===== src/rtl/dmem_access_scheduler.sv =====
// dmem_access_scheduler: round-robin dual-issue scheduler for the shared data
// memory, plus the dual_issue_arbiter that picks up to two requesters per cycle.

`ifndef NCORES
`define NCORES 4
`endif
`ifndef DMEM_ADDRW
`define DMEM_ADDRW 12
`endif

module dual_issue_arbiter #(
    parameter int N  = 4,
    parameter int AW = 12,
    parameter int PW = $clog2(N)
) (
    input  logic [PW-1:0]   ptr_i,
    input  logic [N-1:0]    valid_i,
    input  logic [N*AW-1:0] addr_packed_i,
    output logic [PW-1:0]   sel_a_o,
    output logic [PW-1:0]   sel_b_o,
    output logic            valid_a_o,
    output logic            valid_b_o
);
    logic          found_b;
    logic [AW-3:0] word_a;
    logic [AW-3:0] word_b;

    function automatic int wrap_idx(input int p, input int k);
        int s;
        s = p + k;
        return (s >= N) ? s - N : s;
    endfunction

    // Scan requesters circularly from the pointer: first hit is A, second is B.
    always_comb begin
        sel_a_o   = '0;
        sel_b_o   = '0;
        valid_a_o = 1'b0;
        found_b   = 1'b0;
        for (int k = 0; k < N; k++) begin
            if (valid_i[wrap_idx(int'(ptr_i), k)]) begin
                if (!valid_a_o) begin
                    valid_a_o = 1'b1;
                    sel_a_o   = PW'(wrap_idx(int'(ptr_i), k));
                end else if (!found_b) begin
                    found_b = 1'b1;
                    sel_b_o = PW'(wrap_idx(int'(ptr_i), k));
                end
            end
        end
    end

    // Same-word pairs are never co-issued; this also keeps read/write to one word ordered.
    always_comb begin
        word_a    = addr_packed_i[int'(sel_a_o)*AW+2 +: AW-2];
        word_b    = addr_packed_i[int'(sel_b_o)*AW+2 +: AW-2];
        valid_b_o = found_b && (word_a != word_b);
    end
endmodule

module dmem_access_scheduler #(
    parameter int NCORES     = `NCORES,
    parameter int ADDR_WIDTH = `DMEM_ADDRW
) (
    input  logic                           clk_i,
    input  logic                           rst_ni,
    input  logic [NCORES-1:0]              req_valid_i,
    input  logic [NCORES-1:0]              req_we_i,
    input  logic [NCORES*ADDR_WIDTH-1:0]   req_addr_packed_i,
    input  logic [NCORES*32-1:0]           req_wdata_packed_i,
    input  logic [NCORES*4-1:0]            req_wstrb_packed_i,
    output logic [NCORES-1:0]              gnt_o,
    output logic [NCORES-1:0]              rsp_valid_o,
    output logic [NCORES*32-1:0]           rsp_rdata_packed_o,
    output logic                           mem_en_a_o,
    output logic                           mem_en_b_o,
    output logic                           mem_we_a_o,
    output logic                           mem_we_b_o,
    output logic [ADDR_WIDTH-3:0]          mem_addr_a_o,
    output logic [ADDR_WIDTH-3:0]          mem_addr_b_o,
    output logic [31:0]                    mem_wdata_a_o,
    output logic [31:0]                    mem_wdata_b_o,
    output logic [3:0]                     mem_wstrb_a_o,
    output logic [3:0]                     mem_wstrb_b_o,
    input  logic [31:0]                    mem_rdata_a_i,
    input  logic [31:0]                    mem_rdata_b_i
);
    localparam int PW = $clog2(NCORES);

    logic [PW-1:0] rr_ptr_q, rr_ptr_d;
    logic [PW-1:0] sel_a, sel_b, last;
    logic          valid_a, valid_b;
    logic          vld_a_q, vld_b_q, rd_a_q, rd_b_q;
    logic [PW-1:0] core_a_q, core_b_q;

    dual_issue_arbiter #(
        .N  (NCORES),
        .AW (ADDR_WIDTH),
        .PW (PW)
    ) u_arb (
        .ptr_i         (rr_ptr_q),
        .valid_i       (req_valid_i),
        .addr_packed_i (req_addr_packed_i),
        .sel_a_o       (sel_a),
        .sel_b_o       (sel_b),
        .valid_a_o     (valid_a),
        .valid_b_o     (valid_b)
    );

    // Pointer moves just past the last core granted; NCORES need not be a power of two.
    always_comb begin
        last     = valid_b ? sel_b : sel_a;
        rr_ptr_d = rr_ptr_q;
        if (valid_a) begin
            rr_ptr_d = (int'(last) == NCORES - 1) ? '0 : last + PW'(1);
        end
    end

    // Pointer and response pipeline; reset drops anything granted in the reset cycle.
    always_ff @(posedge clk_i) begin
        if (!rst_ni) begin
            rr_ptr_q <= '0;
            vld_a_q  <= 1'b0;
            vld_b_q  <= 1'b0;
            core_a_q <= '0;
            core_b_q <= '0;
            rd_a_q   <= 1'b0;
            rd_b_q   <= 1'b0;
        end else begin
            rr_ptr_q <= rr_ptr_d;
            vld_a_q  <= valid_a;
            vld_b_q  <= valid_b;
            core_a_q <= sel_a;
            core_b_q <= sel_b;
            rd_a_q   <= !req_we_i[sel_a];
            rd_b_q   <= !req_we_i[sel_b];
        end
    end

    // Drive memory ports and grants from the selected cores; everything idles in reset.
    always_comb begin
        gnt_o         = '0;
        mem_en_a_o    = 1'b0;
        mem_we_a_o    = 1'b0;
        mem_addr_a_o  = '0;
        mem_wdata_a_o = '0;
        mem_wstrb_a_o = '0;
        mem_en_b_o    = 1'b0;
        mem_we_b_o    = 1'b0;
        mem_addr_b_o  = '0;
        mem_wdata_b_o = '0;
        mem_wstrb_b_o = '0;
        if (rst_ni && valid_a) begin
            gnt_o[sel_a]  = 1'b1;
            mem_en_a_o    = 1'b1;
            mem_we_a_o    = req_we_i[sel_a];
            mem_addr_a_o  = req_addr_packed_i[int'(sel_a)*ADDR_WIDTH+2 +: ADDR_WIDTH-2];
            mem_wdata_a_o = req_wdata_packed_i[int'(sel_a)*32 +: 32];
            mem_wstrb_a_o = req_wstrb_packed_i[int'(sel_a)*4 +: 4];
        end
        if (rst_ni && valid_b) begin
            gnt_o[sel_b]  = 1'b1;
            mem_en_b_o    = 1'b1;
            mem_we_b_o    = req_we_i[sel_b];
            mem_addr_b_o  = req_addr_packed_i[int'(sel_b)*ADDR_WIDTH+2 +: ADDR_WIDTH-2];
            mem_wdata_b_o = req_wdata_packed_i[int'(sel_b)*32 +: 32];
            mem_wstrb_b_o = req_wstrb_packed_i[int'(sel_b)*4 +: 4];
        end
    end

    // Route last cycle's port responses back to the owning cores; writes return zero data.
    always_comb begin
        rsp_valid_o        = '0;
        rsp_rdata_packed_o = '0;
        if (vld_a_q) begin
            rsp_valid_o[core_a_q] = 1'b1;
            if (rd_a_q) rsp_rdata_packed_o[int'(core_a_q)*32 +: 32] = mem_rdata_a_i;
        end
        if (vld_b_q) begin
            rsp_valid_o[core_b_q] = 1'b1;
            if (rd_b_q) rsp_rdata_packed_o[int'(core_b_q)*32 +: 32] = mem_rdata_b_i;
        end
    end
endmodule


===== config.mk =====
export PLATFORM = sky130hd
export DESIGN_NAME = dmem_access_scheduler
export DESIGN_NICKNAME = d
export VERILOG_FILES = /design/src/rtl/dmem_access_scheduler.sv
export SDC_FILE = /design/constraint.sdc
export NUM_CORES = 1
export LEC_CHECK = 0
export ABC_AREA = 1
export CAP_MARGIN = 20
export CORE_AREA = 5 5 193 195
export CTS_BUF_LIST = sky130_fd_sc_hd__clkbuf_4 sky130_fd_sc_hd__clkbuf_8 sky130_fd_sc_hd__clkbuf_16
export CTS_CLUSTER_SIZE = 14
export DETAILED_ROUTE_END_ITERATION = 8
export DIE_AREA = 0 0 198 200
export GPL_TIMING_DRIVEN = 0
export PLACE_DENSITY_LB_ADDON = 0.25
export SLEW_MARGIN = 20
export SYNTH_ARGS = -nofsm -noshare
export SYNTH_HDL_FRONTEND = slang
export SYNTH_SLANG_ARGS = --single-unit

===== constraint.sdc =====
create_clock -name clk_i -period 6.8 [get_ports clk_i]
set_input_delay 1.36 -clock clk_i [delete_from_list [all_inputs] [get_ports clk_i]]
set_output_delay 1.36 -clock clk_i [all_outputs]
set_load 0.02 [all_outputs]

# Word-level counts from Yosys, hierarchy flattened
# Cells that the tools add are included.
# totals
input_bits,266
out_inout_bits,232
elab_cells,135
ff_bits,10
# op_classes
bitwise_logic,3
magnitude_cmp,16
mux,74
reduce_logical,9
n_eq_ne,2
shifts,10
multipliers,2
addsub,12
# ops
cell,count
$mux W128,4
$shift A32 B33 Y128 const A,2
$shiftx A128 B8 Y32,2
$shiftx A32 B33 Y128,2
$mux W32,6
$and A128 B128 Y128,1
$bwmux W128,1
$lt A32 B4 Y1 const B,4
$ge A32 B4 Y1 const B,3
$shiftx A48 B32 Y10,2
$sub A32 B4 Y32 const B,3
$neg A7 Y33,2
$add A32 B3 Y32 const B,2
$mux W2,17
$shiftx A16 B5 Y4,2
$mux W1,28
$mux W4,6
$mux W10,2
$bmux W1 S2,6
$lt A2 B3 Y1 const B,4
$ne A10 B10 Y1,1
$demux W1 S2,4
$ge A2 B1 Y1 const B,4
$mul A2 B2 Y4 const B,2
9 further kinds,18

# Logic depth before layout (Yosys ltp)
# Gate-level depths: netlist (run 1).
# depth
word_depth,22
depth_mapped,39
mapped_depth_nobuf,35

# Hierarchy
# From an unflattened synthesis (run 1), not the netlist that was laid out.
# hier_totals
cells_unflattened,1520
hier_area_um2,7110.6
# modules_own_cells
mod,instances,cells_per_inst,seq_area_each_um2,area_each_um2
dmem_access_scheduler,1,1194,200.2,5531.6
dual_issue_arbiter,1,326,0.0,1579.0

# Worst setup path before layout (run 1)
# OpenSTA, ideal clock, no wires.
# synth_path
path_kind,input-to-output
from,in req_valid_i[2]
to,out mem_addr_b_o[6]
setup_slack_ns,-0.175
cell_stages,35
t_arrival_ns,5.615
path_buffers,6
required_time_ns,5.440
path_cell_list,inv_1 -> nand2_1 -> nand3_2 -> nand2_4 -> ha_1 -> inv_1 -> nand3_1 -> nand2_1 -> nand2_1 -> nand2_1 -> nand2_4 -> nand2_4 -> inv_2 -> buf_2 -> clkbuf_1 -> clkbuf_1 -> ha_1 -> clkbuf_1 -> nor2_1 -> inv_1 -> nor2_1 -> inv_1 -> o22ai_1 -> inv_1 -> nand2_1 -> inv_1 -> nand2_1 -> nand2_1 -> nand2_1 -> nor2_2 -> nand3_4 -> nand3_2 -> buf_6 -> buf_6 -> a21oi_1
# synth_via
elab_cells_between_ends,46
classes_between,add/sub: 2; mul: 2; eq/ne: 1; shift: 2; mux: 37; reduce/logical: 2
# synth_rtl
item,line,rtl
start: declaration,67,"input logic [NCORES-1:0] req_valid_i,"
$bmux W1 S2,41,"if (valid_i[wrap_idx(int'(ptr_i), k)]) begin"
$mux W1 (not written as such) (2 in a row),41,
$mux W2 / $mux W1 (equally long branches),41,
$mux W2,42,if (!valid_a_o) begin
$mux W2,41,
$mux W2,42,
$mux W2,41,
$mux W2,42,
$mux W2 *,41,
named net sel_a[0],91,"logic [PW-1:0] sel_a, sel_b, last;"
$mul A2 B2 Y4 *,55,word_a = addr_packed_i[int'(sel_a_o)*AW+2 +: AW-2];
$add A32 B3 Y32 *,55,
$shiftx A48 B32 Y10 *,55,
$ne A10 B10 Y1 *,57,valid_b_o = found_b && (word_a != word_b);
$logic_and A1 B1 Y1 *,57,
$logic_and A1 B1 Y1 *,161,if (rst_ni && valid_b) begin
$mux W10 *,161,
end: declaration,80,"output logic [ADDR_WIDTH-3:0] mem_addr_b_o,"
# The timed path passes the listed nets; every way through them passes the cells marked *. The select of a mux whose other input is x is not followed.

# Worst setup path in the final report (run 1)
# layout_path
from,in req_valid_i[1]
to,out gnt_o[0]
# layout_via
elab_chain_len,19
elab_cells_between_ends,60
classes_between,add/sub: 2; mul: 2; order compare: 4; eq/ne: 1; shift: 2; mux: 43; bitwise: 1; reduce/logical: 5
# layout_rtl
item,line,rtl
$bmux W1 S2,41,
$mux W1 (not written as such) (2 in a row),41,
$mux W1,41,
$mux W2 / $mux W1 (equally long branches),42,
$mux W2 / $mux W1 (equally long branches),41,
$mux W2,45,end else if (!found_b) begin
$mux W2,42,
$mux W2,41,
(+2 left out),--,
$mux W2,41,
$mul A2 B2 Y4,56,word_b = addr_packed_i[int'(sel_b_o)*AW+2 +: AW-2];
$add A32 B3 Y32,56,
$shiftx A48 B32 Y10,56,
$ne A10 B10 Y1,57,
$logic_and A1 B1 Y1,57,
$logic_and A1 B1 Y1,161,
$mux W4 *,161,
end: declaration,72,"output logic [NCORES-1:0] gnt_o,"
# Mark *: on every way between the ends. The rest lies on a longest branch, timed or not. The select of a mux whose other input is x is not followed.

==> impl_results.md, run 1 <==
* Vert. Die Dim at 200 um
* Endpoint required time on the critical path at between 5 and 6 ns
* Global-route wire length before repair at 84.39 mm
* Post-synthesis register bit count at 10
* Clock root cell: clkbuf_16
* Largest driver fanout on the critical path at 13
* Kind of launch point of the worst setup path: input pin
* Post-route cell area at between 10000 and 15000 sq um
* Worst min path class: register to register
* Via total after detailed routing at roughly 14000
* DR vias/cell at about 5.4
* Number of enable-type register cells in the synthesized netlist at 0
* Cell area after synthesis at 8008 sq um
* Worst-case clock buffer depth at 2
* Via count of the first global-routing pass at roughly 13000
* Cell repeated most along the worst path: nand2_1
* Final number of max-transition violations at 0
* Fin crit period at ~6.7 ns
* Number of buffers inserted during clock tree synthesis at 3
* Worst-margin pin slew at 0.9243 ns
* Clock Skew at roughly 0.00065 ns
* Primary FF master, synth: dfxtp_1
* Final Cycle Share at between 90% and 100%
* Final net count at 2451
* Run status: completed
* Register cell area after layout at between 200 and 250 sq um
* Number of nets in the synthesized netlist at between 1500 and 2000
* Cell area after placement at between 10000 and 15000 sq um
* Number of hold buffers added after cts at 0
* Max-cap viol count at 0
* Synthesized instance count at 1616
* Syn Area/Cell at around 5 sq um
* H-tree levels at 1
* Area Growth Syn to Fin at 81.39%
* Global router's overall resource usage at a little over a quarter
* TritonCTS Sinks at 10
* Total length of routed wires at ~60 mm
* Initial detailed-routing violation count at between 1000 and 1500
* Placed Cells incl. Taps at between 2000 and 3000
* Setup Viol. Count Final at 0
* DRC viols at 0
* Master of the slowest instance on the critical path: o31ai_1
* Global placement routability congestion at between 0.9 and 1
* Post-synth top area share at between 10% and 20%
* Cell taking the most area after synthesis: nand2_1
* Number of core rows at slightly below 70
* Die width at between 150 and 200 um
* Clock tree from TritonCTS: done
* Max-slew headroom at 38.38%
* Die ar. at 39600 sq um
* Share of flip-flops with an asynchronous set or reset after synthesis at 0%
* Aggregate global routing overflow at 0
* Starting utilization of the core area at between 20 and 25%
* Multi-input gate area in the final layout at 6723 sq um
* Critical path data arrival time at ~5.3 ns
* Largest net degree at the start of global routing at 20
* Hold violation count in the final report at 0
* Post-DR wirelength/cell at around 23 um
* # port buffers at between 400 and 500
* Library cells used by synthesis at 38
* HPWL after DPL at ~48 mm
* Number of antenna violations at the first check in global routing at 3
* Category of the most critical setup path: input pin to primary output
* Leading cell type in the layout, fill and taps excluded: clkdlybuf4s50_1
* Delay of the slowest critical-path stage at 0.35 ns
* Core Footprint at ~35000 sq um
* Remaining antenna violation count at 0
* First-pass detailed-route iteration total at 7
* CTS clk-pin slew, worst paths at around 0.040 ns
* Top cells by area in the synthesized netlist: nand2_1, nand3_1, inv_1
* Cell Count, Final, Fillers Out at 2620
* Count of warnings emitted by yosys at 0
* Sequential fraction of the synthesis area at under 10%
* I/O pin total at about 500
* Share of layout cells above drive strength 1 at 12.74%
* Endpoint type of the worst setup path: primary output
* Top library cells by usage in the layout, fill and taps aside: clkdlybuf4s50_1, nand2_1, inv_1
* Max Fclk at 150.1 MHz
* Filler instances at about 3900
* Clock insertion delay at the later pin of the skew report at 0.23 ns
==> registers in the layout, summed over array words and instances (netlist names) <==
signal	cells
core_b_q	2
rd_a_q	1
core_a_q	2
vld_a_q	1
vld_b_q	1
rd_b_q	1
rr_ptr_q	2
==> metrics by stage <==
stage | setup TNS [ns] | util (%) | worst slack, ns | hold WS, ns
floorplan | -0.01152 | - | -0.005759 | 0.6482
global placement | -165.81 | 38.46 | -2.970 | 0.7358
detailed placement | -173.91 | 38.46 | -3.078 | 0.7223
CTS | 0 | 40.11 | 0.01660 | 0.7263
global route | -0.1903 | 41.24 | -0.02045 | 0.7729
finish | 0 | 41.24 | 0.1373 | 0.7490
==> area by class of cell <==
class                      count  share of cell area, %
multi-input combinational   1236                  46.28
timing repair buffer         546                  36.27
inverter                     238                  6.297
buffer                       125                  5.263
tap                          461                  3.971
sequential                    10                  1.378
clock buffer                   3                 0.5168
antenna                        1                0.01723
==> kinds of logic after synthesis <==
family | Yosys count | share of synthesized area, %
fa+ha+maj | 25 | 3.906
compound gates | 480 | 34.56
buf+inv | 370 | 18.44
simple gates | 731 | 40.59
flops | 10 | 2.500
==> worst paths after layout <==
kind,start,end,slack (ns),cells past startpoint
worst max register to register,rr_ptr_q[0],rr_ptr_q[0],2.33,33
worst max-delay path,req_valid_i[1],gnt_o[0],0.14,32
worst min-delay path,rr_ptr_q[1],rr_ptr_q[1],0.75,4
worst min register to register,rr_ptr_q[1],rr_ptr_q[1],0.75,4
==> Yosys cell counts (5+ instances only) <==
cell / n
nand2_1: 389
buf_6: 8
nand3b_1: 11
nand3_1: 190
o211ai_1: 42
buf_1: 14
nor2_1: 63
inv_2: 9
nand2_4: 5
buf_2: 16
a21oi_2: 19
clkbuf_1: 92
nor3_1: 41
nand2_2: 8
ha_1: 25
dfxtp_1: 10
a21oi_1: 137
o21ai_0: 132
o21ai_1: 14
o22ai_1: 127
inv_1: 229
==> critical path: cells and delay by family <==
family / cells / cell delay (ns)
AND/OR/NAND/NOR: 17 / 1.55
buffers and inverters: 11 / 1.33
AO/OA/AOI/OAI: 2 / 0.58
adder cells (fa/ha/maj): 2 / 0.44
==> layer usage <==
layer  global-route usage, %  up-vias  routed length, um
met2                   49.06      889              29230
li1                        -     6544                  -
met1                   32.29     6536              22240
met5                       0        -                 19
met3                   5.052      137               5447
met4                   11.17        2               2750
==> what timing repair did <==
item	4_1_cts	5_1_grt
buffers inserted	29	20
pin swaps	20	36
endpoints found under the hold margin	0	0
gates cloned	3	1
endpoints found under the setup margin	101	52
resized for setup	352	87
Power of run 1 is not shown: default switching activity piles up to over one toggle a cycle in this logic, so the estimate is an artifact.
==> inputs of run 2 (changes only) <==
--- a/config.mk
+++ b/config.mk
@@ -14,6 +14,7 @@
 export DIE_AREA = 0 0 198 200
 export GPL_TIMING_DRIVEN = 0
 export PLACE_DENSITY_LB_ADDON = 0.25
+export SETUP_SLACK_MARGIN = 0.05
 export SLEW_MARGIN = 20
 export SYNTH_ARGS = -nofsm -noshare
 export SYNTH_HDL_FRONTEND = slang
==> run 2 against run 1 <==
Critical path depth fell by 1. Maximum frequency rose by 2.2%. Global-route usage rose by 0.14 points. Clock skew barely moved. Final cell count did not move. Wire length fell by 0.23%. Design area rose by 0.36%. Register-to-register slack improved by 0.08 ns. Core utilization rose by 0.15 points. Non-clock buffer count did not move. Highest routed layer unchanged.
==> impl_results.md, run 2 (same netlist as run 1, synthesis figures left out) <==
* Fin crit period at 6.522 ns (-0.1409 ns)
* Worst min path class: register to register
* Cells on Worst Hold Path at 4 (unchanged)
* Top library cells by usage in the layout, fill and taps aside: clkdlybuf4s50_1, nand2_1, inv_1
* Global-route wire length before repair at 84.86 mm (+0.56%)
* Clock Skew at 0.0006443 ns (-0.000002360 ns)
* Number of hold buffers added after cts at 0 (unchanged)
* Final Cycle Share at 95.91% (-2.1 points)
* Post-DR wirelength/cell at 22.73 um (-0.23%)
* Run status: completed
* Logic depth of the worst register-to-register path at 32 (-3.0%)
* First-pass detailed-route iteration total at 8 (+1)
* Placement Setup Slack at -3.078 ns (unchanged)
* Category of the most critical setup path: input pin to primary output
* Top flop regs: core_a_q x2, core_b_q x2, rr_ptr_q x2
* CTS clk-pin slew, worst paths at 0.04 ns (about the same)
* Initial detailed-routing violation count at 1270 (-11%)
* Setup Viol. Count Final at 0 (unchanged)
* Master of the slowest instance on the critical path: ha_1
* WHS Endpoint: rr_ptr_q[1]
* Critical path data arrival time at 5.16 ns (-0.14 ns)
* Core Footprint at 35220 sq um (unchanged)
* Via total after detailed routing at 14050 (-0.44%)
* DRC viols at 0 (unchanged)
* Clock insertion delay at the later pin of the skew report at 0.23 ns (about the same)
* Worst-margin pin slew at 0.9412 ns (+0.01698 ns)
* Global placement routability congestion at 0.9932 (unchanged)
* Kind of launch point of the worst setup path: input pin
* Multi-input gate area in the final layout at 6749 sq um (+0.39%)
* Clock root cell: clkbuf_16
* Final net count at 2451 (unchanged)
* Number of antenna violations at the first check in global routing at 2 (-1)
* Via count of the first global-routing pass at 13570 (+0.50%)
* Register cell area after layout at 200.2 sq um (unchanged)
* Area Growth Syn to Fin at 82.05%
* TritonCTS Sinks at 10 (unchanged)
* Leading cell type in the layout, fill and taps excluded: clkdlybuf4s50_1
* Worst path setup slack after routing at 0.2781 ns (+0.1409 ns)
* Endpoint required time on the critical path at 5.44 ns (about the same)
* Vert. Die Dim at 200 um (unchanged)
* Critical register-to-register path endpoint: rr_ptr_q[0]
* Endpoint type of the worst setup path: primary output
* Max-slew headroom at 37.25% (-1.1 points)
* HPWL after DPL at 47.63 mm (unchanged)
* # port buffers at 495 (unchanged)
* Die ar. at 39600 sq um (unchanged)
* RSZ-0062 raised after global routing: false
* Number of buffers inserted during clock tree synthesis at 3 (unchanged)
* Clock tree from TritonCTS: done
* Remaining antenna violation count at 0 (unchanged)
* Max-cap viol count at 0 (unchanged)
* Total length of routed wires at 59.55 mm (-0.23%)
* DR vias/cell at 5.361 (-0.44%)
* Max Fclk at 153.3 MHz (+2.2%)
* Startpoint of the worst-slack reg-to-reg timing path: rr_ptr_q[0]
* Cell area after placement at 13550 sq um (unchanged)
* Delay of the slowest critical-path stage at 0.38 ns (+0.03 ns)
* Largest net degree at the start of global routing at 20 (unchanged)
* Final number of max-transition violations at 0 (unchanged)
* Starting utilization of the core area at 22.73% (unchanged)
* Hold violation count in the final report at 0 (unchanged)
* Global router's overall resource usage at 27.54% (+0.14 points)
* Launch point of the worst hold path: rr_ptr_q[1]
* Largest driver fanout on the critical path at 10 (-3)
* Filler instances at 3918 (-0.077%)
* H-tree levels at 1 (unchanged)
* Die width at 198 um (unchanged)
* Setup slack on the worst flop-to-flop path at 2.41 ns (+0.08 ns)
* I/O pin total at 498 (unchanged)
* Post-route cell area at 14580 sq um (+0.36%)
* Worst-case clock buffer depth at 2 (unchanged)
* Number of core rows at 69 (unchanged)
* Aggregate global routing overflow at 0 (unchanged)
* Share of layout cells above drive strength 1 at 13.30% (+0.56 points)
-- run 2: changes by cell type in the layout (fill, tap and decap cells not counted), moves of 3 or more --
cell,delta
nand2_2,+4
clkbuf_16,-3
a21oi_1,-3
buf_4,+6
buf_2,-12
nand3_2,+3
nand3_1,-3
buf_6,+9
a21oi_2,+3
-- run 2: timing repair --
item | CTS | global route
pin swaps | 27 | 38
resized for setup | 374 | 103
buffers inserted | 33 | 15
gates cloned | 3 | 1
endpoints found under the setup margin | 101 | 52
-- run 2: per-layer routing --
metal / global-route usage, % / wire length [um] / vias up
li1: - / - / 6541
met1: 32.54 / 22260 / 6510
met2: 49.30 / 29030 / 856
met3: 5.237 / 5393 / 137
met4: 10.84 / 2852 / 2
met5: 0 / 13 / -
-- run 2: how the worst max path moves through the flow --
stage,endpoint,from,cells past startpoint,slack (ns)
final,mem_wdata_b_o[10],req_valid_i[3],31,0.28
after global routing,mem_wdata_b_o[19],req_valid_i[1],30,0.03
after CTS,mem_wstrb_b_o[2],req_valid_i[0],38,0.04
after detailed placement,mem_we_b_o,req_valid_i[3],35,-3.08
after global placement,mem_we_b_o,req_valid_i[2],35,-2.97
after floorplan,mem_wdata_b_o[31],req_valid_i[2],34,-0.006
-- run 2: critical path, delay by kind of cell --
family | cells | cell delay [ns]
buffers and inverters | 11 | 1.52
AO/OA/AOI/OAI | 1 | 0.12
adder cells (fa/ha/maj) | 1 | 0.38
AND/OR/NAND/NOR | 18 | 1.76
-- run 2: layout make-up --
type	instances	share of cell area, %
multi-input cells	1236	46.30
repair buffers	546	36.49
flip-flops and latches	10	1.373
clock buffers	3	0.5150
diodes	1	0.01717
plain buffers	125	5.098
inverters	238	6.257
well taps	461	3.957
-- run 2: stage by stage --
step           cells  utilization, %  hold WS [ns]  setup TNS [ns]
6_report        2620           41.39        0.7451               0
2_1_floorplan   1616               -        0.6482        -0.01152
5_1_grt         2620           41.39        0.7729               0
3_5_place_dp    2572           38.46        0.7223         -173.91
3_3_place_gp    2572           38.46        0.7358         -165.81
4_1_cts         2608           40.56        0.7263               0
Power of run 2 is left out for the same reason.
==> inputs of run 3 (changes only) <==
--- a/config.mk
+++ b/config.mk
@@ -7,13 +7,14 @@
 export LEC_CHECK = 0
 export ABC_AREA = 1
 export CAP_MARGIN = 20
-export CORE_AREA = 5 5 193 195
+export CORE_AREA = 5 5 188 190
 export CTS_BUF_LIST = sky130_fd_sc_hd__clkbuf_4 sky130_fd_sc_hd__clkbuf_8 sky130_fd_sc_hd__clkbuf_16
 export CTS_CLUSTER_SIZE = 14
 export DETAILED_ROUTE_END_ITERATION = 8
-export DIE_AREA = 0 0 198 200
+export DIE_AREA = 0 0 193 195
 export GPL_TIMING_DRIVEN = 0
 export PLACE_DENSITY_LB_ADDON = 0.25
+export RECOVER_POWER = 25
 export SETUP_SLACK_MARGIN = 0.05
 export SLEW_MARGIN = 20
 export SYNTH_ARGS = -nofsm -noshare
==> constraint.sdc (replaced) <==
create_clock -name clk_i -period 6.7 [get_ports clk_i]
set_input_delay 1.34 -clock clk_i [delete_from_list [all_inputs] [get_ports clk_i]]
set_output_delay 1.34 -clock clk_i [all_outputs]
set_load 0.02 [all_outputs]
==> run 3 against run 2 <==
Critical path depth increased by 2. Hold slack better by 0.021 ns. Core utilization up 3.2 points. Global-route usage grew 1.7 points. Critical path type unchanged. Largest cell class unchanged.
==> impl_results.md, run 3 (same netlist as run 1, synthesis figures left out) <==
* Core Footprint at 33280 sq um (-5.5%)
* Global router's overall resource usage at 29.27% (+1.7 points)
* HPWL after DPL at 47.57 mm (-0.14%)
* Critical path data arrival time at 5.17 ns (about the same)
* Largest net degree at the start of global routing at 20 (unchanged)
* Max-slew headroom at 38.12% (+0.87 points)
* CTS clk-pin slew, worst paths at 0.04 ns (about the same)
* Hold violation count in the final report at 0 (unchanged)
* First-pass detailed-route iteration total at 5 (-3)
* Worst min path class: register to register
* Minimum hold slack at 0.7665 ns (+0.02141 ns)
* Cell area after placement at 13580 sq um (+0.22%)
* Worst-margin pin slew at 0.9282 ns (-0.01305 ns)
* Critical register-to-register path endpoint: rr_ptr_q[0]
* Delay of the slowest critical-path stage at 0.28 ns (-0.10 ns)
* I/O pin total at 498 (unchanged)
* Worst path setup slack after routing at 0.1910 ns (-0.08716 ns)
* Leading cell type in the layout, fill and taps excluded: clkdlybuf4s50_1
* Clock insertion delay at the later pin of the skew report at 0.23 ns (about the same)
* Global placement routability congestion at 0.9788 (-1.4%)
* Remaining antenna violation count at 0 (unchanged)
* Total length of routed wires at 59.87 mm (+0.53%)
* Number of core rows at 67 (-2.9%)
* Worst-case clock buffer depth at 2 (unchanged)
* Endpoint type of the worst setup path: primary output
* Post-route cell area at 14840 sq um (+1.8%)
* Cells on Worst Hold Path at 4 (unchanged)
* Logic depth of the worst register-to-register path at 31 (-3.1%)
* Die ar. at 37640 sq um (-5.0%)
* Via total after detailed routing at 14020 (-0.18%)
* Launch point of the worst hold path: rr_ptr_q[1]
* Share of layout cells above drive strength 1 at 13.66% (+0.36 points)
* TritonCTS Sinks at 10 (unchanged)
* Final net count at 2446 (-0.20%)
* Fin crit period at approximately 6.5 ns
* Via count of the first global-routing pass at 13790 (+1.7%)
* Vert. Die Dim at 195 um (-2.5%)
* Largest driver fanout on the critical path at 13 (+3)
* Aggregate global routing overflow at 0 (unchanged)
* Run status: completed
* WHS Endpoint: rr_ptr_q[1]
* Master of the slowest instance on the critical path: ha_4
* Kind of launch point of the worst setup path: input pin
* H-tree levels at 1 (unchanged)
* Filler instances at 3612 (-7.8%)
* Die width at 193 um (-2.5%)
* Top flop regs: core_a_q x2, core_b_q x2, rr_ptr_q x2
* Clock Skew at 0.00009678 ns (-0.0005475 ns)
* Starting utilization of the core area at 24.06% (+1.3 points)
* Initial detailed-routing violation count at 1043 (-18%)
* Startpoint of the worst-slack reg-to-reg timing path: rr_ptr_q[0]
* Accumulated negative setup slack at 0 ns (unchanged)
* Global-route wire length before repair at 85.88 mm (+1.2%)
* Max-cap viol count at 0 (unchanged)
* RSZ-0062 raised after global routing: false
* Number of buffers inserted during clock tree synthesis at 3 (unchanged)
* Register cell area after layout at 200.2 sq um (unchanged)
* Cell repeated most along the worst path: nand2_2
* Top library cells by usage in the layout, fill and taps aside: clkdlybuf4s50_1, nand2_1, inv_1
* Final Cycle Share at a little over nine tenths
* Area Growth Syn to Fin at 85.28%
* DRC viols at 0 (unchanged)
* Max Fclk at 153.6 MHz
* Post-DR wirelength/cell at 22.98 um (+1.1%)
* Clock root cell: clkbuf_16
* # port buffers at 495 (unchanged)
* Category of the most critical setup path: input pin to primary output
* Setup slack on the worst flop-to-flop path at 2.32 ns (-0.09 ns)
* DR vias/cell at 5.382 (+0.40%)
* Final number of max-transition violations at 0 (unchanged)
* Placement Setup Slack at -3.013 ns (+0.06453 ns)
* Endpoint required time on the critical path at 5.36 ns (-0.08 ns)
* Number of antenna violations at the first check in global routing at 3 (+1)
* Setup Viol. Count Final at 0 (unchanged)
* Clock tree from TritonCTS: done
* Multi-input gate area in the final layout at 6902 sq um (+2.3%)
==> run 3: cell count changes in the layout (fill, tap and decap cells not counted), sizes merged <==
| cell | previous run | this run |
|---|---|---|
| clkdlybuf4s50 | 439 | 392 |
| dlygate4sd3 | 0 | 47 |
| buf | 144 | 120 |
| clkdlybuf4s15 | 1 | 16 |
| clkbuf | 89 | 92 |
| diode | 1 | 4 |
| bufbuf | 0 | 1 |
| clkinv | 0 | 1 |
| clkinvlp | 3 | 2 |
==> run 3: routing by layer <==
layer	wire [um]	global-route usage [%]
met5	0	0
met4	3741	16.18
met2	28640	50.83
met1	22490	33.82
met3	4997	4.982
==> run 3: area by class of cell <==
cell class,count,area share [%]
inverter,238,6.308
sequential,10,1.349
buffer,125,5.237
timing repair buffer,541,36.24
tap,448,3.778
clock buffer,3,0.5060
antenna,4,0.06747
multi-input combinational,1236,46.52
==> run 3: critical path: cells and delay by family <==
kind            cells  cell delay (ns)
buf+inv            12             1.62
compound gates      2             0.29
fa+ha+maj           2             0.47
simple gates       17             1.42
==> run 3: metrics by stage <==
step / utilization [%] / instances
after floorplan: - / 1616
after global placement: 40.79 / 2559
after detailed placement: 40.79 / 2559
after CTS: 43.54 / 2589
after global routing: 44.57 / 2604
final: 44.58 / 2605
==> run 3: worst max path at each step <==
| stage | startpoint | endpoint | cells after the start |
|---|---|---|---|
| floorplan | req_valid_i[2] | mem_wdata_b_o[31] | 33 |
| global placement | req_valid_i[2] | mem_we_b_o | 29 |
| detailed placement | req_valid_i[3] | mem_we_b_o | 29 |
| CTS | req_valid_i[0] | mem_wdata_b_o[20] | 36 |
| global route | req_valid_i[3] | mem_wdata_b_o[25] | 33 |
| finish | req_valid_i[2] | mem_wdata_b_o[25] | 33 |
==> run 3: what timing repair did <==
item | in CTS | in global routing
pin swaps | 37 | 44
gates resized for setup | 394 | 90
cloned | 3 | 1
hold buffers | 0 | 0
endpoints found under the setup margin | 101 | 52
buffers inserted | 27 | 15
Power of run 3 is left out for the same reason.
